--- src/rtl/iterative_shifter_pkg.sv ---
// Shared encodings for the iterative shifter: op codes, FSM states, default width.
package shift_pkg;
  localparam int DEFAULT_WIDTH = 16;

  localparam logic [1:0] OP_LSL = 2'b00;
  localparam logic [1:0] OP_LSR = 2'b01;
  localparam logic [1:0] OP_ASL = 2'b10;
  localparam logic [1:0] OP_ASR = 2'b11;

  typedef enum logic [1:0] {
    ST_IDLE  = 2'd0,
    ST_SHIFT = 2'd1,
    ST_DONE  = 2'd2
  } state_t;
endpackage

--- src/rtl/iterative_shifter_if.sv ---
// Start/done bus of the iterative shifter. With ITERATIVE_SHIFTER_OVF_EN an ovf flag rides with Y.
interface iterative_shifter_if
  import shift_pkg::*;
#(
  parameter int WIDTH   = DEFAULT_WIDTH,
  parameter int SHAMT_W = $clog2(WIDTH)
);
  // Handshake: start is taken on a rising edge only while ready=1 (IDLE or DONE);
  // A/shamt/op matter only in that cycle. done pulses one cycle with a fresh Y.
  logic               start;
  logic [WIDTH-1:0]   A;
  logic [SHAMT_W-1:0] shamt;
  logic [1:0]         op;
  logic               ready;
  logic               busy;
  logic               done;
  logic [WIDTH-1:0]   Y;
`ifdef ITERATIVE_SHIFTER_OVF_EN
  logic               ovf;

  modport master (output start, A, shamt, op, input ready, busy, done, Y, ovf);
  modport slave  (input start, A, shamt, op, output ready, busy, done, Y, ovf);
`else
  modport master (output start, A, shamt, op, input ready, busy, done, Y);
  modport slave  (input start, A, shamt, op, output ready, busy, done, Y);
`endif
endinterface

--- src/rtl/iterative_shifter_step.sv ---
// Combinational single-bit shift of the work register, selected by op.
module shift_step
  import shift_pkg::*;
#(
  parameter int WIDTH = DEFAULT_WIDTH
) (
  input  logic [WIDTH-1:0] i_data,
  input  logic [1:0]       i_op,
  output logic [WIDTH-1:0] o_data
);
  always_comb begin
    o_data = i_data;
    case (i_op)
      OP_LSL, OP_ASL: o_data = {i_data[WIDTH-2:0], 1'b0};
      OP_LSR:         o_data = {1'b0, i_data[WIDTH-1:1]};
      OP_ASR:         o_data = {i_data[WIDTH-1], i_data[WIDTH-1:1]};
    endcase
  end
endmodule

--- src/rtl/iterative_shifter.sv ---
// Multi-bit shifter applying one single-bit step per clock until shamt is exhausted.
// Optional overflow flag for arithmetic-left: define ITERATIVE_SHIFTER_OVF_EN.
module iterative_shifter
  import shift_pkg::*;
#(
  parameter int WIDTH   = DEFAULT_WIDTH,
  parameter int SHAMT_W = $clog2(WIDTH)
) (
  input  logic                clk,
  input  logic                rst,
  iterative_shifter_if.slave  bus,
  output state_t              o_dbg_state
);
  localparam logic [SHAMT_W-1:0] CNT_ONE = {{(SHAMT_W-1){1'b0}}, 1'b1};

  state_t             r_state;
  state_t             w_next_state;
  logic [WIDTH-1:0]   r_work;
  logic [SHAMT_W-1:0] r_cnt;
  logic [1:0]         r_op;
  logic [WIDTH-1:0]   r_y;
  logic [WIDTH-1:0]   w_step_data;
  logic               w_accept;
  logic               w_step;
  logic               w_load_y;

  shift_step #(.WIDTH(WIDTH)) u_step (
    .i_data (r_work),
    .i_op   (r_op),
    .o_data (w_step_data)
  );

  always_ff @(posedge clk) begin
    if (rst) r_state <= ST_IDLE;
    else     r_state <= w_next_state;
  end

  always_comb begin
    w_next_state = r_state;
    w_accept     = 1'b0;
    w_step       = 1'b0;
    w_load_y     = 1'b0;
    case (r_state)
      ST_IDLE: begin
        if (bus.start) begin
          w_accept     = 1'b1;
          w_next_state = ST_SHIFT;
        end
      end
      ST_SHIFT: begin
        if (r_cnt == '0) begin
          w_load_y     = 1'b1;
          w_next_state = ST_DONE;
        end else begin
          w_step = 1'b1;
        end
      end
      ST_DONE: begin
        // A waiting start is taken straight away so results can stream back-to-back.
        if (bus.start) begin
          w_accept     = 1'b1;
          w_next_state = ST_SHIFT;
        end else begin
          w_next_state = ST_IDLE;
        end
      end
      default: w_next_state = ST_IDLE;
    endcase
  end

  always_ff @(posedge clk) begin
    if (rst) begin
      r_work <= '0;
      r_cnt  <= '0;
      r_op   <= OP_LSL;
      r_y    <= '0;
    end else begin
      if (w_accept) begin
        r_work <= bus.A;
        r_cnt  <= bus.shamt;
        r_op   <= bus.op;
      end else if (w_step) begin
        r_work <= w_step_data;
        r_cnt  <= r_cnt - CNT_ONE;
      end
      if (w_load_y) r_y <= r_work;
    end
  end

`ifdef ITERATIVE_SHIFTER_OVF_EN
  logic r_ovf;

  // Sticky: any arithmetic-left step that flips the sign bit loses information.
  always_ff @(posedge clk) begin
    if (rst) begin
      r_ovf <= 1'b0;
    end else if (w_accept) begin
      r_ovf <= 1'b0;
    end else if (w_step && (r_op == OP_ASL) && (r_work[WIDTH-1] != r_work[WIDTH-2])) begin
      r_ovf <= 1'b1;
    end
  end

  assign bus.ovf = r_ovf;
`endif

  assign bus.ready   = (r_state == ST_IDLE) || (r_state == ST_DONE);
  assign bus.busy    = (r_state == ST_SHIFT);
  assign bus.done    = (r_state == ST_DONE);
  assign bus.Y       = r_y;
  assign o_dbg_state = r_state;
endmodule

--- src/flat_wrapper.sv ---
// flat-port wrapper written by rule: the top's interface ports become plain ports
module iterative_shifter_flat import shift_pkg::*;
#(
  parameter int WIDTH   = DEFAULT_WIDTH,
  parameter int SHAMT_W = $clog2(WIDTH)
)
  (clk, rst, o_dbg_state, bus_start, bus_A, bus_shamt, bus_op, bus_ready, bus_busy, bus_done, bus_Y);
  iterative_shifter_if #(.WIDTH(WIDTH), .SHAMT_W(SHAMT_W)) bus_i ();
  input  logic clk;
  input  logic rst;
  output state_t o_dbg_state;
  input wire logic [$bits(bus_i.start)-1:0] bus_start;
  input wire logic [$bits(bus_i.A)-1:0] bus_A;
  input wire logic [$bits(bus_i.shamt)-1:0] bus_shamt;
  input wire logic [$bits(bus_i.op)-1:0] bus_op;
  output wire logic [$bits(bus_i.ready)-1:0] bus_ready;
  output wire logic [$bits(bus_i.busy)-1:0] bus_busy;
  output wire logic [$bits(bus_i.done)-1:0] bus_done;
  output wire logic [$bits(bus_i.Y)-1:0] bus_Y;
  assign bus_i.start = bus_start;
  assign bus_i.A = bus_A;
  assign bus_i.shamt = bus_shamt;
  assign bus_i.op = bus_op;
  assign bus_ready = bus_i.ready;
  assign bus_busy = bus_i.busy;
  assign bus_done = bus_i.done;
  assign bus_Y = bus_i.Y;
  iterative_shifter #(.WIDTH(WIDTH), .SHAMT_W(SHAMT_W)) u_core (.clk(clk), .rst(rst), .bus(bus_i), .o_dbg_state(o_dbg_state));
endmodule
--- config.mk ---
export PLATFORM = sky130hd
export DESIGN_NAME = iterative_shifter_flat
export DESIGN_NICKNAME = d
export VERILOG_FILES = /design/src/rtl/iterative_shifter_pkg.sv /design/src/rtl/iterative_shifter_if.sv /design/src/rtl/iterative_shifter_step.sv /design/src/rtl/iterative_shifter.sv /design/src/flat_wrapper.sv
export SDC_FILE = /design/constraint.sdc
export NUM_CORES = 1
export LEC_CHECK = 0
export BUFFER_PORTS_ARGS = -buffer_cell sky130_fd_sc_hd__buf_2
export CAP_MARGIN = 20
export CORE_UTILIZATION = 56
export DETAILED_ROUTE_END_ITERATION = 12
export PLACE_DENSITY = 0.83
export SYNTH_ARGS = -nofsm -noshare
export SYNTH_HDL_FRONTEND = slang
export SYNTH_SLANG_ARGS = --single-unit
export TNS_END_PERCENT = 30
--- constraint.sdc ---
create_clock -name clk -period 4.7 [get_ports clk]
set_input_delay 0.705 -clock clk [delete_from_list [all_inputs] [get_ports clk]]
set_output_delay 0.705 -clock clk [all_outputs]
set_load 0.01 [all_outputs]
* Yosys cells after proc, flatten, opt, wreduce, memory -nomap -nowiden
Cells that the tools add are included.
** Operators by class
- Eq/ne operators :: 8
- $add $sub $neg :: 1
- Reduce and logical (&&, ||, !) cells :: 9
- Muxes and demuxes :: 15
** Operators with widths (number)
- 16-bit one-hot mux with 3 select lines :: 1
- 16-bit two-way mux :: 2
- 4-bit two-way mux :: 2
- 1-bit two-way mux :: 7
- 2-bit equality test (second input constant) :: 3
- 2-bit one-hot mux with 3 select lines :: 1
- 2-bit by 1-bit equality test with 1-bit output (second input constant) :: 2
- 2-bit logical NOT :: 2
- 4-bit logical NOT :: 1
- 2-bit two-way mux :: 2
- 2-bit by 1-bit inequality test with 1-bit output (second input constant) :: 2
- 2-bit AND reduction :: 2
- 2-bit OR reduction :: 2
- 4-bit by 1-bit subtractor with 4-bit output (second input constant) :: 1
- 2-bit inequality test (second input constant) :: 1
- 2-bit nonzero test :: 1
- 1-bit logical OR :: 1
** Storage, ports and cells
- Register bits after elaboration :: 40
- Output and inout bits :: 21
- Input bits :: 25

* Logic depth before layout (Yosys ltp)
- Word-level depth :: 5
- Mapped depth :: 7
- Gate-level depth less buffers :: 6

* Cells and area by module
From an unflattened synthesis, not the netlist that was laid out.
** Unflattened totals
- Cells, all modules :: 226
- Area, all modules :: 1869.3 µm²
** Modules (own cells, without submodules)
- iterative_shifter :: area an instance 1632.8 µm², cells an instance 206, times used 1, sequential area each 800.8 µm²
- shift_step :: area an instance 236.5 µm², cells an instance 20, times used 1, sequential area each 0.0 µm²

* Least setup slack after synthesis
OpenSTA, ideal clock, no wires.
- Path kind :: input port to flip-flop
- Start :: in bus_start
- End :: reg u_core.r_work[15]
- Arrival :: 1683 ps
- Stages on the path :: 4
- Slack :: 2930 ps
- Path buffers :: 0
- Setup time :: 86 ps
- Path through :: or2b_4 mux2i_2 or3_1 a221oi_2
** On the way
- Longest elaborated chain between the ends :: 4
** RTL lines
- from (decl) :: RTL line flat_wrapper.sv:12 : input wire logic [$bits(bus_i.start)-1:0] bus_start;
- 1-bit two-way mux (*) :: RTL line iterative_shifter.sv:45, iterative_shifter.sv:60
- 1-bit two-way mux (*)
- 2-bit by 1-bit inequality test with 1-bit output (no source line) or 2-bit nonzero test (tied branches)
- 2-bit AND reduction (no source line)
- to (signal assigned) :: RTL line iterative_shifter.sv:79 : r_work <= bus.A;
- to (signal assigned) :: RTL line iterative_shifter.sv:83 : r_work <= w_step_data;
- to (decl) :: RTL line iterative_shifter.sv:18 : logic [WIDTH-1:0] r_work;
Every way passes the cells marked *; elsewhere a longest branch is shown, timed or not.
A chain may end at the register's enable or synchronous reset.

* Worst setup path after layout
- Start :: reg u_core.r_op[0]
- End :: reg u_core.r_work[15]
** On the way
- Longest elaborated chain between the ends :: 5
** RTL lines
- from (decl) :: RTL line iterative_shifter.sv:20 : logic [1:0] r_op;
- from (signal assigned) :: RTL line iterative_shifter.sv:81 : r_op <= bus.op;
- 2-bit equality test or 2-bit logical NOT (tied branches) :: RTL line iterative_shifter_step.sv:13 : case (i_op)
- 2-bit OR reduction :: RTL line iterative_shifter_step.sv:13
- 16-bit one-hot mux with 3 select lines :: RTL line iterative_shifter_step.sv:13
- 16-bit two-way mux :: RTL line iterative_shifter.sv:82 : end else if (w_step) begin
- 16-bit two-way mux :: RTL line iterative_shifter.sv:78 : if (w_accept) begin
Parallel ways exist; a longest one is shown, timed or not. The select of a mux whose other input is x is not followed.

==> results.md <==
- Max-cap violations: 0
- CTS sink count: 40
- DIE AREA: 3540 um^2
- Critical Path Fanout Max: 18
- H-tree Lvls: 2
- Clock Pin Slew Worst Setup and Hold Paths: 0.11 ns
- DR WL/cell: 12.7 um
- Mapped Nets: 249
- Clk root buf: clkbuf_4
- Fin Clk Skew: 0.00619 ns
- Clock Path Buffers: 2
- N_diodes: 0
- CTS Buf Count: 5
- Cell variety after synth: 36
- DRT iter0 DRCs: 46
- CP arrival: 2.27 ns
- Share of Yosys cell area claimed by the top area cell type: 43.3%
- DRC: 0
- DR pass1 iterations: 5
- Syn avg cell area: 8.30 um^2
- Tot GR Track Use: 23.5%
- Post-CTS resize count: 0
- Post-synth top area cell: dfxtp_1
- Core region area: 3100 um^2
- Number of synthesized register bits: 40
- Kind of critical path: flip-flop to flip-flop
- Worst Path Required: 4.97 ns
- Layout cells sized above 1: 24.0%
- Ys Warns: 0
- Largest net degree at the start of global routing: 42
- Setup Total Neg Slack: 0 ns
- DP Area: 2070 um^2
- Tcrit/Tclk final: 42.5%
- WHS Path Cells: 2
- Vias/cell: 5.26
- Final WL: 3900 um
- CTS tree: built
- Max-slew violations: 0
- Largest cells by area after synthesis: dfxtp_1, a21oi_1, mux2i_1
- Post-synthesis instance area: 1850 um^2
- Number of global-route vias before repair: 1336
- Vias: 1615
- Max-slew headroom: 38.8%
- CP Launch Type: flip-flop
- CP max stage delay: 0.94 ns
- I/O pin cnt: 46
- Global route overflow: 0
- Pwr dens: 324 nW/um^2
- RSZ-0062 raised after global routing: no
- # hold bufs at CTS: 0
- Final Hold Vio Count: 0
- Lkg Pwr: 0.000835 uW
- Worst-case reg-to-reg path depth: 4
- Slew of the pin with the lowest slew margin: 0.917 ns
- Row Count: 20
- Minimum clock period: 2.00 ns
- Power, Total: 693 uW
- First-pass GRT wire length: 6150 um
- Die W: 59.5 um
- Final instance area: 2140 um^2
- Worst-case vdd ir drop: 196 uV
- # setup viols final: 0
- Final ANT Viol Nets: 0
- Fillers: 282
- DP Wirelength: 2540 um
- Postcts setup bufs: 0
- Hold WC Path Type: flip-flop to flip-flop
- Sequential area share after synthesis: 43.3%
- Critical-path cell list: mux2_4 > mux2i_2 > or3_1 > a221oi_2
- Starting density of the core: 59.6%
- Fmax achieved: 0.500 GHz
- Nets: 288
- Layout area overhead: 15.6%
- Initial antenna violation count: 0
- GP Congestion: 0.834
- Worst setup EP type: flip-flop
- PortBufs: 45
- Chip height: 59.5 um
- Worst-Skew Late Latency: 0.35 ns
- Cells after synthesis: 223
- Run status: complete, no violations
- CP max-delay cell: dfxtp_1
[flip-flops by register name, summed over array words and instances, names as in the netlist]
register / cells
u_core.o_dbg_state: 2
u_core.r_op: 2
u_core.r_cnt: 4
u_core.r_work: 16
u_core.bus.Y: 16
[placed cells by master, fill, tap and decap left out, types with 5 or more instances in the layout]
cell type / synthesis / final
a21oi_1: 33 / 33
buf_2: 3 / 45
clkbuf_4: 0 / 5
dfxtp_1: 40 / 40
inv_1: 5 / 5
mux2i_1: 15 / 15
nand2_1: 39 / 39
nand2b_1: 14 / 14
nor2_1: 21 / 21
o22ai_1: 14 / 14
[through the flow]
step	hold slack, ns	worst slack, ns	util, %	std cells
after floorplan	0.441	2.93	-	223
after global placement	0.440	2.34	66.6	298
after detailed placement	0.445	2.32	66.6	298
after CTS	0.459	2.67	68.5	306
after global routing	0.477	2.58	69.0	307
final	0.456	2.70	69.0	307
[worst max-delay path: cells and delay by family (launching register included)]
kind	cells	cell delay [ns]
and+or+nand+nor	1	0.38
muxes	2	0.37
AOI/OAI and AO/OA	1	0.22
DFF	1	0.94
[worst paths after layout]
kind,end,slack (ns),startpoint
min reg2reg,u_core.bus.Y[0],0.46,u_core.bus.Y[0]
max reg2reg,u_core.r_work[15],2.70,u_core.r_op[0]
min,u_core.bus.Y[0],0.46,u_core.bus.Y[0]
max,u_core.r_work[15],2.70,u_core.r_op[0]
[cell families after synthesis]
kind of cell	after synthesis	synth area share, %
AOI/OAI and AO/OA	56	18.1
buffers and inverters	20	4.87
DFF	40	43.3
and+or+nand+nor	88	22.9
adders and majority gates	1	0.676
xor gates and xnor gates	1	0.473
muxes	17	9.67
[layer usage]
layer	vias to the layer above	GRT usage, %	wire length, um
li1	841	-	-
met4	0	7.14	38
met1	736	30.1	1850
met5	-	0	0
met3	4	6.55	187
met2	34	38.4	1820
[synth_stat cells]
master    number
dfxtp_1       40
nand2_1       39
a21oi_1       33
nor2_1        21
mux2i_1       15
nand2b_1      14
o22ai_1       14
clkbuf_1       9
inv_1          5
buf_2          3
a211oi_1       2
a311oi_1       2
nand2b_2       2
nor4_1         2
a221oi_2       1
a31oi_1        1
and2b_1        1
and3_1         1
buf_4          1
buf_6          1
clkinv_1       1
ha_1           1
mux2_4         1
mux2i_2        1
nand3_1        1
nor2_4         1
nor2b_1        1
nor3b_2        1
o211ai_1       1
o21ai_0        1
o21ai_4        1
or2_2          1
or2b_4         1
or3_1          1
or3b_1         1
xnor2_1        1
[power by group]
| group | total, uW | leakage (uW) | internal [uW] | switching, uW |
|---|---|---|---|---|
| logic | 131 | 0.000477 | 55.6 | 75.2 |
| registers | 379 | 0.000326 | 358 | 21.8 |
| clock network | 183 | 0.0000326 | 73.9 | 109 |
| total | 693 | 0.000835 | 487 | 206 |
[area by class of cell]
cell class / instances / area [um^2] / area share [%]
inverters: 6 / 22.5 / 1.05
multi-input cells: 163 / 962 / 45.0
clock buffers: 8 / 58.8 / 2.75
well taps: 44 / 55.1 / 2.57
flip-flops and latches: 40 / 801 / 37.4
repair buffers: 46 / 240 / 11.2
No activity file was read; power rests on OpenSTA's default activity.
